[config.mk]
export PLATFORM = sky130hd
export DESIGN_NAME = bank_teller_scheduler_flat
export DESIGN_NICKNAME = d
export VERILOG_FILES = /design/src/rtl/bank_teller_scheduler_pkg.sv /design/src/rtl/bank_teller_scheduler_if.sv /design/src/rtl/bank_teller_scheduler_rr_arbiter.sv /design/src/rtl/bank_teller_scheduler.sv /design/src/flat_wrapper.sv
export SDC_FILE = /design/constraint.sdc
export NUM_CORES = 1
export LEC_CHECK = 0
export CAP_MARGIN = 10
export CORE_ASPECT_RATIO = 0.7
export CORE_UTILIZATION = 52
export DETAILED_ROUTE_END_ITERATION = 8
export PLACE_DENSITY = 0.77
export SETUP_SLACK_MARGIN = 0.02
export SKIP_CTS_REPAIR_TIMING = 1
export SYNTH_ARGS = -nofsm -noshare
export SYNTH_HDL_FRONTEND = slang
export SYNTH_SLANG_ARGS = --single-unit
[constraint.sdc]
create_clock -name clk -period 3.6 [get_ports clk]
set_input_delay 0.72 -clock clk [delete_from_list [all_inputs] [get_ports clk]]
set_output_delay 0.72 -clock clk [all_outputs]
set_load 0.01 [all_outputs]
[src/rtl/bank_teller_scheduler_pkg.sv]
// bank_pkg: shared types, sizing helpers and defaults for the branch queue blocks.
package bank_pkg;
  localparam int DEFAULT_QDEPTH = 7;
  localparam int DEFAULT_TICKET_W = 8;
  typedef enum logic {IDLE, ANNOUNCE} sched_state_t;
  function automatic int cw_f(input int qdepth);
    return $clog2(qdepth + 1);
  endfunction
  function automatic int tw_f(input int n);
    return (n < 2) ? 1 : $clog2(n);
  endfunction
endpackage

[src/rtl/bank_teller_scheduler_if.sv]
// bank_teller_scheduler_if: sensor/teller inputs and hall display outputs of the scheduler.
interface bank_teller_scheduler_if
  import bank_pkg::*;
#(
  parameter int N_TELLERS = 3,
  parameter int QDEPTH = DEFAULT_QDEPTH,
  parameter int TICKET_W = DEFAULT_TICKET_W
) ();
  localparam int CW = cw_f(QDEPTH);
  localparam int TW = tw_f(N_TELLERS);
  logic arrive;
  logic [N_TELLERS-1:0] teller_req;
  logic [CW-1:0] pcount;
  logic full;
  logic empty;
  logic overflow;
  logic [N_TELLERS-1:0] grant;
  logic call_valid;
  logic [TW-1:0] call_teller;
  logic [TICKET_W-1:0] call_ticket;
  modport master (
    output arrive, teller_req,
    input pcount, full, empty, overflow, grant, call_valid, call_teller, call_ticket
  );
  modport slave (
    input arrive, teller_req,
    output pcount, full, empty, overflow, grant, call_valid, call_teller, call_ticket
  );
endinterface

[src/rtl/bank_teller_scheduler_rr_arbiter.sv]
// rr_arbiter: combinational round-robin pick of the first request at or after ptr.
module rr_arbiter
  import bank_pkg::*;
#(
  parameter int N = 3,
  parameter int TW = tw_f(N)
) (
  input  logic [N-1:0]  req,
  input  logic [TW-1:0] ptr,
  output logic [N-1:0]  gnt_onehot,
  output logic [TW-1:0] gnt_idx,
  output logic          any
);
  // Scan from farthest to nearest so the closest request to ptr wins.
  always_comb begin
    gnt_onehot = '0;
    gnt_idx = '0;
    any = |req;
    for (int k = N - 1; k >= 0; k--) begin
      if (req[(int'(ptr) + k) % N]) begin
        gnt_onehot = '0;
        gnt_onehot[(int'(ptr) + k) % N] = 1'b1;
        gnt_idx = TW'((int'(ptr) + k) % N);
      end
    end
  end
endmodule

[src/rtl/bank_teller_scheduler.sv]
// bank_teller_scheduler: waiting-customer queue, round-robin teller calls and timed hall announcement.
module bank_teller_scheduler
  import bank_pkg::*;
#(
  parameter int N_TELLERS = 3,
  parameter int QDEPTH = DEFAULT_QDEPTH,
  parameter int TICKET_W = DEFAULT_TICKET_W,
  parameter int ANN_CYC = 4
) (
  input logic clk,
  input logic reset,
  bank_teller_scheduler_if.slave bus
);
  localparam int CW = cw_f(QDEPTH);
  localparam int TW = tw_f(N_TELLERS);
  localparam int MW = (ANN_CYC < 2) ? 1 : $clog2(ANN_CYC);
  sched_state_t r_state, w_next;
  logic [CW-1:0] r_pcount;
  logic [TICKET_W-1:0] r_next_tkt, r_serve_tkt, r_call_ticket;
  logic [TW-1:0] r_rr_ptr, r_call_teller, w_idx;
  logic [N_TELLERS-1:0] r_busy, r_grant, w_elig, w_gnt;
  logic [MW-1:0] r_timer;
  logic r_overflow, r_call_valid;
  logic w_any, w_full, w_accept, w_start, w_end;
  assign w_full = r_pcount == CW'(QDEPTH);
  assign w_accept = bus.arrive & ~w_full;
  assign w_elig = bus.teller_req & ~r_busy;
  assign w_start = (r_state == IDLE) && (r_pcount != '0) && w_any;
  assign w_end = (r_state == ANNOUNCE) && (r_timer == '0);
  rr_arbiter #(.N(N_TELLERS), .TW(TW)) u_arb (
    .req(w_elig),
    .ptr(r_rr_ptr),
    .gnt_onehot(w_gnt),
    .gnt_idx(w_idx),
    .any(w_any)
  );
  always_ff @(posedge clk or negedge reset) begin
    if (!reset) r_state <= IDLE;
    else r_state <= w_next;
  end
  always_comb begin
    w_next = r_state;
    case (r_state)
      IDLE:     if (w_start) w_next = ANNOUNCE;
      ANNOUNCE: if (w_end) w_next = IDLE;
      default:  w_next = IDLE;
    endcase
  end
  // A teller stays busy until it drops its request once, so holding it high never re-grants.
  always_ff @(posedge clk or negedge reset) begin
    if (!reset) begin
      r_pcount <= '0;
      r_next_tkt <= '0;
      r_serve_tkt <= '0;
      r_rr_ptr <= '0;
      r_busy <= '0;
      r_timer <= '0;
      r_overflow <= 1'b0;
      r_grant <= '0;
      r_call_valid <= 1'b0;
      r_call_teller <= '0;
      r_call_ticket <= '0;
    end else begin
      r_pcount <= r_pcount + CW'(w_accept) - CW'(w_start);
      r_next_tkt <= r_next_tkt + TICKET_W'(w_accept);
      r_serve_tkt <= r_serve_tkt + TICKET_W'(w_start);
      r_busy <= (r_busy & bus.teller_req) | (w_start ? w_gnt : '0);
      r_overflow <= bus.arrive & w_full;
      r_grant <= w_start ? w_gnt : '0;
      if (w_start) begin
        r_rr_ptr <= (w_idx == TW'(N_TELLERS - 1)) ? '0 : w_idx + TW'(1);
        r_timer <= MW'(ANN_CYC - 1);
        r_call_valid <= 1'b1;
        r_call_teller <= w_idx;
        r_call_ticket <= r_serve_tkt;
      end else if (r_state == ANNOUNCE) begin
        r_timer <= w_end ? '0 : r_timer - MW'(1);
        r_call_valid <= ~w_end;
      end
    end
  end
  assign bus.pcount = r_pcount;
  assign bus.full = w_full;
  assign bus.empty = r_pcount == '0;
  assign bus.overflow = r_overflow;
  assign bus.grant = r_grant;
  assign bus.call_valid = r_call_valid;
  assign bus.call_teller = r_call_teller;
  assign bus.call_ticket = r_call_ticket;
endmodule

[src/flat_wrapper.sv]
// flat-port wrapper written by rule: the top's interface ports become plain ports
module bank_teller_scheduler_flat import bank_pkg::*;
#(
  parameter int N_TELLERS = 3,
  parameter int QDEPTH = DEFAULT_QDEPTH,
  parameter int TICKET_W = DEFAULT_TICKET_W,
  parameter int ANN_CYC = 4
)
  (clk, reset, bus_arrive, bus_teller_req, bus_pcount, bus_full, bus_empty, bus_overflow, bus_grant, bus_call_valid, bus_call_teller, bus_call_ticket);
  bank_teller_scheduler_if #(.N_TELLERS(N_TELLERS), .QDEPTH(QDEPTH), .TICKET_W(TICKET_W)) bus_i ();
  input logic clk;
  input logic reset;
  input wire logic [$bits(bus_i.arrive)-1:0] bus_arrive;
  input wire logic [$bits(bus_i.teller_req)-1:0] bus_teller_req;
  output wire logic [$bits(bus_i.pcount)-1:0] bus_pcount;
  output wire logic [$bits(bus_i.full)-1:0] bus_full;
  output wire logic [$bits(bus_i.empty)-1:0] bus_empty;
  output wire logic [$bits(bus_i.overflow)-1:0] bus_overflow;
  output wire logic [$bits(bus_i.grant)-1:0] bus_grant;
  output wire logic [$bits(bus_i.call_valid)-1:0] bus_call_valid;
  output wire logic [$bits(bus_i.call_teller)-1:0] bus_call_teller;
  output wire logic [$bits(bus_i.call_ticket)-1:0] bus_call_ticket;
  assign bus_i.arrive = bus_arrive;
  assign bus_i.teller_req = bus_teller_req;
  assign bus_pcount = bus_i.pcount;
  assign bus_full = bus_i.full;
  assign bus_empty = bus_i.empty;
  assign bus_overflow = bus_i.overflow;
  assign bus_grant = bus_i.grant;
  assign bus_call_valid = bus_i.call_valid;
  assign bus_call_teller = bus_i.call_teller;
  assign bus_call_ticket = bus_i.call_ticket;
  bank_teller_scheduler #(.N_TELLERS(N_TELLERS), .QDEPTH(QDEPTH), .TICKET_W(TICKET_W), .ANN_CYC(ANN_CYC)) u_core (.clk(clk), .reset(reset), .bus(bus_i));
endmodule
== Yosys cells after proc, flatten, opt, wreduce, memory -nomap -nowiden ==
Index checks and enable logic that the tools add are counted.
Widths: inputs -> output; s select.

* Bits in registers: 34
* Logic and storage cells: 80

* Divide/modulo/power cells: 3
* Muxes and demuxes: 31
* Equal/unequal tests: 2
* $add $sub $neg: 7
* Bitwise logic cells: 9
* Reductions and logical operators: 11
* Magnitude comparators: 6

{| class="wikitable"
|+ Operators with widths
! operator !! number
|-
| $ge 32x1->1 const B || 3
|-
| $lt 32x4->1 const B || 3
|-
| $mod 32x3->32 const B || 2
|-
| $mod 3x3->32 const B || 1
|-
| $mux 2 || 7
|-
| $mux 1 || 13
|-
| $mux 3 || 4
|-
| $add 8x1->8 || 1
|-
| $and 3x3->3 || 2
|-
| $bmux 1 s2 || 3
|-
| $demux 1 s2 || 3
|-
| $logic_and 1x1->1 || 6
|-
| $add 2x1->3 const B || 1
|-
| $add 2x2->3 const B || 1
|-
| $add 3x1->3 || 1
|-
| $eq 3x3->1 const B || 1
|-
| $logic_not 3->1 || 1
|-
| $not 1->1 || 3
|-
| $not 3->3 || 1
|-
| $or 3x3->3 || 1
|-
| $reduce_bool 3->1 || 1
|-
| $reduce_or 3->1 || 1
|-
| $sub 3x1->3 || 1
|-
| $add 2x1->2 const B || 1
|-
| other kinds (6) || 7
|}

== Logic depth before layout (Yosys ltp) ==
Gate-level depths: netlist of the first run.

* Depth in word-level cells: 11
* Gate-level depth with buffers: 13

== By module ==
Synthesis of the first run repeated with hierarchy kept, for this count alone.

* Cells, all modules: 138
* Area, all modules: 1699.1 µm²

{| class="wikitable"
|+ Modules (own cells, without submodules)
! module !! area each (µm²) !! times used !! seq. area each (µm²) !! cells each
|-
| bank_teller_scheduler || 1405.1 || 1 || 850.8 || 95
|-
| rr_arbiter || 294.0 || 1 || 0.0 || 43
|}

== Worst setup path before layout of the first run ==
OpenSTA, ideal clock, no wires.

* Kind: in2reg
* Start: input port bus_teller_req[2]
* End: register u_core.r_pcount[2] (netlist: u_core.bus.pcount[2])
* Path buffers: 3
* Cell stages on the path: 13
* Setup slack: 0.812 ns
* Arrival: 2.708 ns
* Required time: 3.520 ns
* Library setup time: 0.080 ns
* Cell sequence: nand2b_1 -> clkbuf_2 -> a311o_1 -> buf_6 -> inv_2 -> buf_2 -> ha_1 -> inv_1 -> ha_1 -> inv_1 -> fa_1 -> xnor2_1 -> xnor2_1

* Word-level cells in the longest chain between the ends: 4

{| class="wikitable"
|+ RTL lines
! item !! line !! source
|-
| start: declaration || flat_wrapper.sv:14 || <nowiki>input wire logic [$bits(bus_i.teller_req)-1:0] bus_teller_req;</nowiki>
|-
| $and 3x3->3 || bank_teller_scheduler.sv:27 || <nowiki>assign w_elig = bus.teller_req & ~r_busy;</nowiki>
|-
| $reduce_or 3->1 || bank_teller_scheduler_rr_arbiter.sv:18 || <nowiki>any = |req;</nowiki>
|-
| $logic_and 1x1->1 || bank_teller_scheduler.sv:28 || <nowiki>assign w_start = (r_state == IDLE) && (r_pcount != '0) && w_any;</nowiki>
|-
| net u_core.w_start || bank_teller_scheduler.sv:24 || <nowiki>logic w_any, w_full, w_accept, w_start, w_end;</nowiki>
|-
| $sub 3x1->3 || bank_teller_scheduler.sv:64 || <nowiki>r_pcount <= r_pcount + CW'(w_accept) - CW'(w_start);</nowiki>
|-
| end signal: assignment || bank_teller_scheduler.sv:64 ||
|-
| end: declaration || bank_teller_scheduler.sv:18 || <nowiki>logic [CW-1:0] r_pcount;</nowiki>
|}

The timed path passes the listed nets, and every way through them passes these cells.
A chain may end at the register's enable or synchronous reset.

== Worst setup path after layout of the first run ==
* Start: input port bus_teller_req[2]
* End: register u_core.r_pcount[2] (netlist: u_core.bus.pcount[2])

* Word-level cells in the longest chain between the ends: 4

{| class="wikitable"
|+ RTL lines
! item !! line
|-
| $and 3x3->3 || bank_teller_scheduler.sv:27
|-
| $reduce_or 3->1 || bank_teller_scheduler_rr_arbiter.sv:18
|-
| $logic_and 1x1->1 || bank_teller_scheduler.sv:28
|-
| $sub 3x1->3 || bank_teller_scheduler.sv:64
|}

No other way between the ends.

==> results by group, run 1 <==
Run status
  – Status: complete, no violations

Worst setup path
  – Critical Path Fanout Max: 8
  – Setup Crit Path Kind: in -> reg
  – Critical Path Start Type: input port
  – Crit-path max cell delay: 0.52 ns
  – WP data required: 3.80 ns
  – CP delay by family, top: adder cells
  – CP Buf/Inv Count: 4
  – Crit path DAT: 3.05 ns
  – CP cell instances: clkdlybuf4s50_1 -> nand2b_1 -> a311o_1 -> inv_2 -> ha_1 -> inv_1 -> ha_1 -> inv_1 -> fa_1 -> xnor2_1 -> xnor2_1
  – Slowest stage cell on the critical path: clkdlybuf4s50_1
  – Worst setup EP type: flop

CTS
  – Root Buffer: clkbuf_8
  – CTS tree: done
  – Number of H-tree levels: 2
  – Max clock buf depth: 2
  – Clk sinks: 34
  – Worst skew pair latency: 0.28 ns
  – Clock transition at path regs: 0.06 ns
  – Num CTS Buffers: 5

Timing
  – Setup TNS: 0 ns
  – Slew Limit Headroom: 68.9%
  – Fmax: 350 MHz
  – Layout Skew: 0.00552 ns
  – Final Max Slew Viols: 0
  – Worst slew pin tran: 0.463 ns
  – Hold_ws: 0.476 ns
  – Tcrit/Tclk final: 79.3%
  – Min Tclk post-route: 2.85 ns
  – Setup violations, final: 0
  – Hold Vio Cnt, Final: 0
  – RSZ-0062 raised after global routing: no

Run
  – Number of max-cap violations: 0

Synth
  – Cells after Synth: 158
  – Xor and xnor area share after synthesis: 4.32%
  – Area share of fa/ha/maj cells after synthesis: 6.63%
  – #FFs+latches synth: 34
  – Syn_nets: 172
  – Compound-Gate Fraction of Synth Area: 11.6%
  – Synth Area in Simple Gates: 19.7%
  – Post-synth EDFFs: 0
  – Asr flop ratio synth: 100%
  – Post-Syn Area: 0.00162 mm^2
  – Sequential share of the synthesized area: 52.4%
  – Synth Warn #: 0
  – Area contributors post-synth: dfrtp_1, nand2_1, ha_1
  – Most area-hungry cell type in the Yosys netlist: dfrtp_1
  – Multiplexer share of the synthesized area: 0.694%
  – Number of distinct library cells after synthesis: 42
  – Avg Inst Size Synth: 10.3 um^2
  – Share of Yosys cell area claimed by the top area cell type: 52.4%
  – Main synth FF type: dfrtp_1
  – Main combinational cell family by area after synthesis: simple AND/OR/NAND/NOR gates

Power and ir drop
  – Clock network fraction of total power: 14.8%
  – Int Power: 1080 uW
  – Logic pwr share: 47.5%
  – Psw: 687 uW
  – Peak VDD IR: 0.634 mV
  – Sequential Power Share: 37.7%
  – Sw Share: 38.9%
  – P_leak: 0.000989 uW
  – Total Power: 1760 uW
  – Pwr Density: 889 mW/mm^2

Floorplanning
  – Initial cell density of the core: 56.3%
  – DIE AREA: 0.00335 mm^2
  – Row count: 16
  – Die width: 68.8 um
  – Die H: 48.7 um
  – Core box area: 0.00288 mm^2
  – I/O pin count: 26

Placement
  – Routability cong.: 0.861
  – Detailed Place HPWL: 2140 um
  – Port bufs: 25
  – Post-DP Area: 0.00191 mm^2

Final layout
  – # diodes: 0
  – Final Cell Area: 0.00199 mm^2
  – Area grow syn2layout: 22.4%
  – Layout cells sized above 1: 7.45%
  – Nets: 202
  – FILL cells: 227

Global routing
  – Antenna violations before repair: 0
  – Vias in the first global route: 1170
  – Overflow after GRT: 0
  – Pin count of the biggest net entering global routing: 35
  – Tot GR Track Use: 21.4%
  – First-pass GRT wire length: 5230 um

Min path
  – Min-delay worst type: reg -> reg

Drt
  – Vias per inst: 5.30
  – DRC: 0
  – Top Metal Used: met4
  – Iter 0 DRT Violations: 77
  – Wire length on met3: 142 um
  – Wire length on met2: 1300 um
  – DR WL/cell: 13.5 um
  – Number of routed nets with antenna violations: 0
  – Vias after detailed routing: 1188
  – M1 WL: 1560 um
  – Pre-antenna DRT Iters: 4
  – Drt total wl: 3020 um
## synth_stat cells (2+ instances only)
master / number
inv_1: 10
nand3_1: 3
a21o_1: 4
nor2b_1: 4
xnor2_1: 6
o31ai_1: 2
and3_1: 3
buf_2: 2
o21ai_0: 5
nand2_1: 37
dfrtp_1: 34
ha_1: 7
xor2_1: 2
nor2_1: 3
a211o_1: 2
nor3_1: 2
nand2b_1: 5
nand3b_1: 3
## power by group through the flow
stage	combinational, uW	sequential (uW)	clock (uW)
global placement	818	659	0
detailed placement	840	672	0
floorplan	526	683	0
finish	839	665	260
CTS	842	667	268
global route	936	691	285
## stage by stage
stage	instances	util, %	setup slack (ns)
after floorplan	158	-	0.812
after global placement	217	66.1	0.548
after detailed placement	217	66.1	0.459
after CTS	224	68.9	0.759
after global routing	224	68.9	0.621
final	224	68.9	0.745
## worst reg2reg max path: cells and delay by family (launching register included)
family | cells | cell delay [ns]
and+or+nand+nor | 1 | 0.44
AOI/OAI and AO/OA | 1 | 0.23
xor gates and xnor gates | 2 | 0.33
adders and majority gates | 3 | 0.76
buffers and inverters | 3 | 0.15
DFF | 1 | 0.42
## final timing paths
path,cells past startpoint,from,slack (ns),to
setup reg to reg,10,u_core.bus.pcount[2],1.20,u_core.bus.pcount[2]
hold / removal,2,u_core.bus.call_ticket[4],0.48,u_core.bus.call_ticket[4]
hold reg to reg,2,u_core.bus.call_ticket[4],0.48,u_core.bus.call_ticket[4]
setup / recovery,11,bus_teller_req[2],0.75,u_core.bus.pcount[2]
max in group asynchronous,2,reset,2.46,u_core.bus.call_ticket[5]
min in group asynchronous,2,reset,0.83,u_core.bus.call_valid
## logic make-up (layout without fill, tap and decap cells)
| logic type | after synthesis | count (layout) |
|---|---|---|
| fa+ha+maj | 8 | 8 |
| simple gates | 66 | 66 |
| xor+xnor | 8 | 8 |
| mux | 1 | 1 |
| buf+inv | 16 | 46 |
| compound gates | 25 | 25 |
| flops | 34 | 34 |
## flip-flops by register name, summed over array words and instances (netlist names)
| signal | count |
|---|---|
| u_core.bus.call_teller | 2 |
| u_core.bus.call_ticket | 8 |
| u_core.bus.call_valid | 1 |
| u_core.bus.grant | 3 |
| u_core.bus.overflow | 1 |
| u_core.bus.pcount | 3 |
| u_core.r_busy | 3 |
| u_core.r_rr_ptr | 2 |
| u_core.r_serve_tkt | 8 |
| u_core.r_state | 1 |
| u_core.r_timer | 2 |
## final cells by class
type | instances | area (um^2) | share of cell area (%)
clock inverter | 2 | 10.0 | 0.504
clock buffer | 5 | 68.8 | 3.47
sequential | 34 | 851 | 42.8
tap | 36 | 45.0 | 2.27
timing repair buffer | 28 | 273 | 13.7
multi-input combinational | 108 | 697 | 35.1
inverter | 11 | 41.3 | 2.08
## cell usage in the layout (no fill, tap or decap), drive strengths merged, types with 2 or more instances in the layout
cell type,n
buf,3
nand3b,3
ha,7
inv,11
o21ai,6
dfrtp,34
clkdlybuf4s50,25
nor2,3
nand2b,5
nor2b,4
nor3,2
clkinv,2
a211o,2
nand3,3
clkbuf,5
o31ai,2
and3,3
xor2,2
a21o,4
nand2,37
xnor2,6
## routing by layer
| metal | global-route usage, % | up-vias |
|---|---|---|
| met5 | 0 | - |
| met4 | 5.10 | 0 |
| met3 | 6.37 | 4 |
| met2 | 32.0 | 33 |
| met1 | 30.5 | 563 |
| li1 | - | 588 |
Power figures use the tool's default switching activity.
==> inputs of run 2 (changes only) <==
Clock period 3.6 ns to 2.8 ns, I/O delays scaled along.
==> run 2 against run 1 <==
Sequential power rose by 29%. Clock power rose by 28%. Global-route usage rose by 1.3 points. Clock skew fell by 0.00070 ns. Via count rose by 2.9%. Clock-buffer cell count rose by 2. Wire length rose by 3.7%. Core utilization rose by 1.2 points. Register-to-register slack got worse by 0.68 ns. Largest cell class unchanged. Largest power group unchanged. Highest routed layer unchanged.
==> results by group, run 2 (synthesized netlist as in run 1, its figures left out) <==
Run status
  – Status: complete, no violations (unchanged)

Final layout
  – FILL cells: 213 (was 227)
  – Nets: 207 (was 202)
  – Most frequent cells in the layout: nand2_1, dfrtp_1, clkdlybuf4s50_1, inv_1, buf_4 (was nand2_1, dfrtp_1, clkdlybuf4s50_1, inv_1, ha_1)
  – Layout cells sized above 1: 8.81% (was 7.45%)
  – # diodes: 0 (unchanged)
  – Area grow syn2layout: 24.5% (was 22.4%)
  – Storage element area: 851 um^2 (unchanged)
  – Non-filler instance count after layout: 229 (was 224)
  – Multi-input logic area: 697 um^2 (unchanged)
  – Most common cell after layout, fill and taps aside: nand2_1 (unchanged)

Power and ir drop
  – Peak VDD IR: 0.672 mV (was 0.634 mV)
  – Int Power: 1410 uW (was 1080 uW)
  – Psw: 892 uW (was 687 uW)
  – Pwr Density: 1140 mW/mm^2 (was 889 mW/mm^2)
  – Sw Share: 38.7% (was 38.9%)
  – Logic pwr share: 48.2% (was 47.5%)
  – P_leak: 0.00101 uW (was 0.000989 uW)
  – Clock network fraction of total power: 14.5% (was 14.8%)
  – Sequential Power Share: 37.3% (was 37.7%)

Drt
  – DRC: 0 (unchanged)
  – Pre-antenna DRT Iters: 4 (unchanged)
  – Vias after detailed routing: 1223 (was 1188)
  – Number of routed nets with antenna violations: 0 (unchanged)
  – Vias per inst: 5.34 (was 5.30)
  – DR WL/cell: 13.7 um (was 13.5 um)
  – Drt total wl: 3130 um (was 3020 um)
  – Iter 0 DRT Violations: 105 (was 77)

Timing
  – Final Max Slew Viols: 0 (unchanged)
  – Fmax: 395 MHz
  – Hold Vio Cnt, Final: 0 (unchanged)
  – RSZ-0062 raised after global routing: no (unchanged)
  – Slew Limit Headroom: 72.2% (was 68.9%)
  – Hold_ws: 0.479 ns (was 0.476 ns)
  – Layout Skew: 0.00482 ns (was 0.00552 ns)
  – Tcrit/Tclk final: 90.4%
  – Worst slew pin tran: 0.418 ns (was 0.463 ns)
  – Min Tclk post-route: 2.53 ns
  – Setup violations, final: 0 (unchanged)

Global routing
  – First-pass GRT wire length: 5420 um (was 5230 um)
  – Vias in the first global route: 1245 (was 1170)
  – Antenna violations before repair: 0 (unchanged)
  – Tot GR Track Use: 22.7% (was 21.4%)
  – Overflow after GRT: 0 (unchanged)
  – Pin count of the biggest net entering global routing: 35 (unchanged)

Floorplanning
  – I/O pin count: 26 (unchanged)
  – DIE AREA: 0.00335 mm^2 (unchanged)
  – Core box area: 0.00288 mm^2 (unchanged)
  – Row count: 16 (unchanged)
  – Die H: 48.7 um (unchanged)
  – Die width: 68.8 um (unchanged)
  – Initial cell density of the core: 56.3% (unchanged)

Run
  – Number of max-cap violations: 0 (unchanged)

CTS
  – Root Buffer: clkbuf_8 (unchanged)
  – Num CTS Buffers: 5 (unchanged)
  – Max clock buf depth: 2 (unchanged)
  – CTS tree: done (unchanged)
  – Worst skew pair latency: 0.28 ns (about the same)
  – Clock transition at path regs: 0.06 ns (about the same)
  – Clk sinks: 34 (unchanged)
  – Number of H-tree levels: 2 (unchanged)

Worst setup path
  – Reg2Reg Setup Slack: 0.52 ns (was 1.20 ns)
  – Worst setup EP type: flop (unchanged)
  – Setup Crit Path Kind: in -> reg (unchanged)
  – Critical Path Start Type: input port (unchanged)
  – Critical Path Fanout Max: 3 (was 8)
  – Crit path DAT: 2.74 ns (was 3.05 ns)
  – WP data required: 3.01 ns (was 3.80 ns)

Min path
  – Min-delay worst type: reg -> reg (unchanged)

Placement
  – Placed insts: 222 (was 217)
  – Routability cong.: 0.868 (was 0.861)
  – Port bufs: 25 (unchanged)
  – Detailed Place HPWL: 2250 um (was 2140 um)
run 2: metrics by stage:
step	worst slack [ns]	setup TNS (ns)	util (%)	total power [uW]	area, um^2
after global routing	0.169	0	70.1	2500	2020
after CTS	0.266	0	70.1	2320	2020
after global placement	0.0341	0	67.4	1930	1940
after floorplan	0.172	0	-	1550	1620
after detailed placement	-0.0502	-0.0502	67.4	1970	1940
final	0.268	0	70.1	2300	2020
run 2: layer usage:
layer	global-route usage (%)	part of all wire (%)	wire, um	vias to the layer above
li1	-	-	-	595
met1	31.5	49	1540	582
met2	32.8	44	1370	41
met3	8.73	6.1	191	5
met4	6.80	1.0	32	0
met5	0	0	0	-
run 2: power groups by stage:
| stage | clock, uW | combinational, uW | sequential [uW] |
|---|---|---|---|
| after floorplan | 0 | 677 | 878 |
| after global routing | 364 | 1250 | 887 |
| after CTS | 342 | 1120 | 859 |
| after global placement | 0 | 1080 | 847 |
| final | 333 | 1110 | 859 |
| after detailed placement | 0 | 1110 | 862 |
run 2: path summary, 6_finish.rpt:
kind / cells after the start / startpoint / endpoint
max: 11 / bus_teller_req[0] / u_core.bus.pcount[2]
min: 2 / u_core.bus.call_ticket[4] / u_core.bus.call_ticket[4]
max reg2reg: 10 / u_core.bus.pcount[2] / u_core.bus.pcount[2]
min reg2reg: 2 / u_core.bus.call_ticket[4] / u_core.bus.call_ticket[4]
max in group asynchronous: 2 / reset / u_core.bus.call_ticket[7]
min in group asynchronous: 2 / reset / u_core.bus.pcount[1]
run 2: worst max-delay path: stages:
cell	delay, ns
clkdlybuf4s50_1	0.49
nand2b_1	0.08
a311o_1	0.38
inv_2	0.06
ha_1	0.21
inv_1	0.06
ha_1	0.14
inv_1	0.05
fa_1	0.38
xnor2_1	0.19
xnor2_1	0.13
run 2: area by class of cell:
class,instances,share of cell area [%]
Tap cell,36,2.23
Inverter,11,2.04
Sequential cell,34,42.1
Multi-Input combinational cell,108,34.5
Timing Repair Buffer,33,15.4
Clock buffer,7,3.78
==> inputs of run 3 (changes only) <==
Settings changed: CORE_UTILIZATION 52 to 47, MAX_ROUTING_LAYER set to met4, PLACE_DENSITY 0.77 to 0.73.
Clock period 2.8 ns to 2.2 ns, I/O delays scaled along.
==> run 3 against run 2 <==
Die area grew 10%. Global-route usage shrank 0.84 points. Clock skew shrank 0.0028 ns. Non-clock buffer count grew 8. Highest routed layer unchanged.
==> results by group, run 3 (synthesized netlist as in run 1, its figures left out) <==
Power and ir drop
  – Pwr Density: 1470 mW/mm^2 (was 1140 mW/mm^2)
  – Sw Share: 38.3% (was 38.7%)
  – Total Power: 3200 uW (was 2300 uW)
  – Psw: 1220 uW (was 892 uW)
  – Peak VDD IR: 0.789 mV (was 0.672 mV)
  – Sequential Power Share: 33.9% (was 37.3%)
  – P_leak: 0.00109 uW (was 0.00101 uW)
  – Logic pwr share: 51.7% (was 48.2%)
  – Clock network fraction of total power: 14.4% (was 14.5%)
  – Int Power: 1970 uW (was 1410 uW)

CTS
  – Clk sinks: 34 (unchanged)
  – Worst skew pair latency: 0.28 ns (about the same)
  – Clock transition at path regs: 0.06 ns (about the same)
  – Number of H-tree levels: 2 (unchanged)
  – CTS tree: done (unchanged)
  – Root Buffer: clkbuf_8 (unchanged)
  – Max clock buf depth: 2 (unchanged)
  – Num CTS Buffers: 5 (unchanged)

Placement
  – Routability cong.: 0.886 (was 0.868)
  – Placed insts: 240 (was 222)
  – Detailed Place HPWL: 2430 um (was 2250 um)
  – Port bufs: 25 (unchanged)

Timing
  – RSZ-0062 raised after global routing: yes (was no)
  – Setup TNS: 0 ns (unchanged)
  – Slew Limit Headroom: 71.9% (was 72.2%)
  – Setup violations, final: 0 (unchanged)
  – Worst slew pin tran: 0.421 ns (was 0.418 ns)
  – Min Tclk post-route: 2.16 ns
  – Layout Skew: 0.00201 ns (was 0.00482 ns)
  – Fmax: 462 MHz
  – Hold Vio Cnt, Final: 0 (unchanged)
  – Tcrit/Tclk final: 98.4%
  – Final Max Slew Viols: 0 (unchanged)

Global routing
  – Vias in the first global route: 1211 (was 1245)
  – Pin count of the biggest net entering global routing: 35 (unchanged)
  – Tot GR Track Use: 21.8% (was 22.7%)
  – First-pass GRT wire length: 5670 um (was 5420 um)
  – Overflow after GRT: 0 (unchanged)
  – Antenna violations before repair: 0 (unchanged)

Drt
  – DR WL/cell: 13.6 um (was 13.7 um)
  – Pre-antenna DRT Iters: 4 (unchanged)
  – Vias per inst: 5.04 (was 5.34)
  – DRC: 0 (unchanged)
  – Drt total wl: 3370 um (was 3130 um)
  – Number of routed nets with antenna violations: 0 (unchanged)
  – Iter 0 DRT Violations: 45 (was 105)
  – Vias after detailed routing: 1251 (was 1223)

Final layout
  – # diodes: 0 (unchanged)
  – Layout cells sized above 1: 17.9% (was 8.81%)
  – Most frequent cells in the layout: nand2_1, dfrtp_1, clkdlybuf4s50_1, buf_4, inv_1 (was nand2_1, dfrtp_1, clkdlybuf4s50_1, inv_1, buf_4)
  – Most common cell after layout, fill and taps aside: nand2_1 (unchanged)
  – Area grow syn2layout: 33.8% (was 24.5%)
  – Nets: 215 (was 207)
  – Non-filler instance count after layout: 248 (was 229)

Worst setup path
  – Reg2Reg Setup Slack: 0.04 ns (was 0.52 ns)
  – WP data required: 2.37 ns (was 3.01 ns)
  – Critical Path Start Type: flop (was input port)
  – Critical Path Fanout Max: 4 (was 3)
  – Crit path DAT: 2.34 ns (was 2.74 ns)
  – Setup Crit Path Kind: reg -> reg (was in -> reg)
  – Worst setup EP type: flop (unchanged)

Floorplanning
  – Core box area: 0.00321 mm^2 (was 0.00288 mm^2)
  – Die width: 72.2 um (was 68.8 um)
  – Initial cell density of the core: 50.5% (was 56.3%)
  – Row count: 17 (was 16)
  – I/O pin count: 26 (unchanged)
  – Die H: 51.2 um (was 48.7 um)
  – DIE AREA: 0.00370 mm^2 (was 0.00335 mm^2)

Min path
  – Min-delay worst type: in -> reg (was reg -> reg)

Run status
  – Status: complete, no violations (unchanged)

Run
  – Number of max-cap violations: 0 (unchanged)
[run 3: metrics by stage]
stage	utilization, %	area, um^2	setup slack [ns]	hold slack (ns)
finish	67.6	2170	0.0354	0.449
global route	67.6	2170	-0.0316	0.454
CTS	67.1	2150	-0.179	0.483
detailed placement	64.4	2070	-0.469	0.462
global placement	64.4	2070	-0.426	0.458
floorplan	-	1700	-0.161	0.144
[run 3: worst max-delay path, cell delays in order, from the launching register on]
cell	delay [ns]
dfrtp_1	0.40
nand2b_4	0.16
a311o_1	0.40
inv_4	0.08
ha_4	0.19
inv_2	0.06
ha_4	0.13
inv_2	0.03
fa_2	0.34
xnor2_2	0.15
xnor2_1	0.12
[run 3: metal layers]
layer  up-vias  GRT usage (%)  share of wire [%]  routed length, um
met5         -              -                  0                  0
met4         0           8.17               0.77                 26
met3         4           7.50                5.6                187
met2        37           30.5                 44               1490
met1       600           29.4                 49               1660
li1        610              -                  -                  -
[run 3: worst paths after layout]
kind	startpoint	cells after the start	endpoint
min in group asynchronous	reset	2	u_core.bus.grant[1]
hold reg to reg	u_core.bus.call_ticket[2]	2	u_core.bus.call_ticket[2]
hold / removal	bus_teller_req[0]	2	u_core.r_busy[0]
max in group asynchronous	reset	2	u_core.bus.pcount[1]
setup reg to reg	u_core.r_busy[2]	10	u_core.bus.pcount[2]
setup / recovery	u_core.r_busy[2]	10	u_core.bus.pcount[2]
[run 3: cell type report]
type / instances / area (um^2)
fill: 256 / 1040
sequential: 34 / 852
multi-input combinational: 108 / 753
timing repair buffer: 41 / 378
clock buffer: 7 / 86.3
tap: 47 / 58.8
inverter: 11 / 43.8
[run 3: power groups by stage]
stage / Sequential (uW) / Clock, uW / Combinational, uW
after floorplan: 1140 / 0 / 981
after global placement: 1080 / 0 / 1580
after detailed placement: 1090 / 0 / 1630
after CTS: 1080 / 472 / 1650
after global routing: 1120 / 495 / 1830
final: 1080 / 460 / 1650
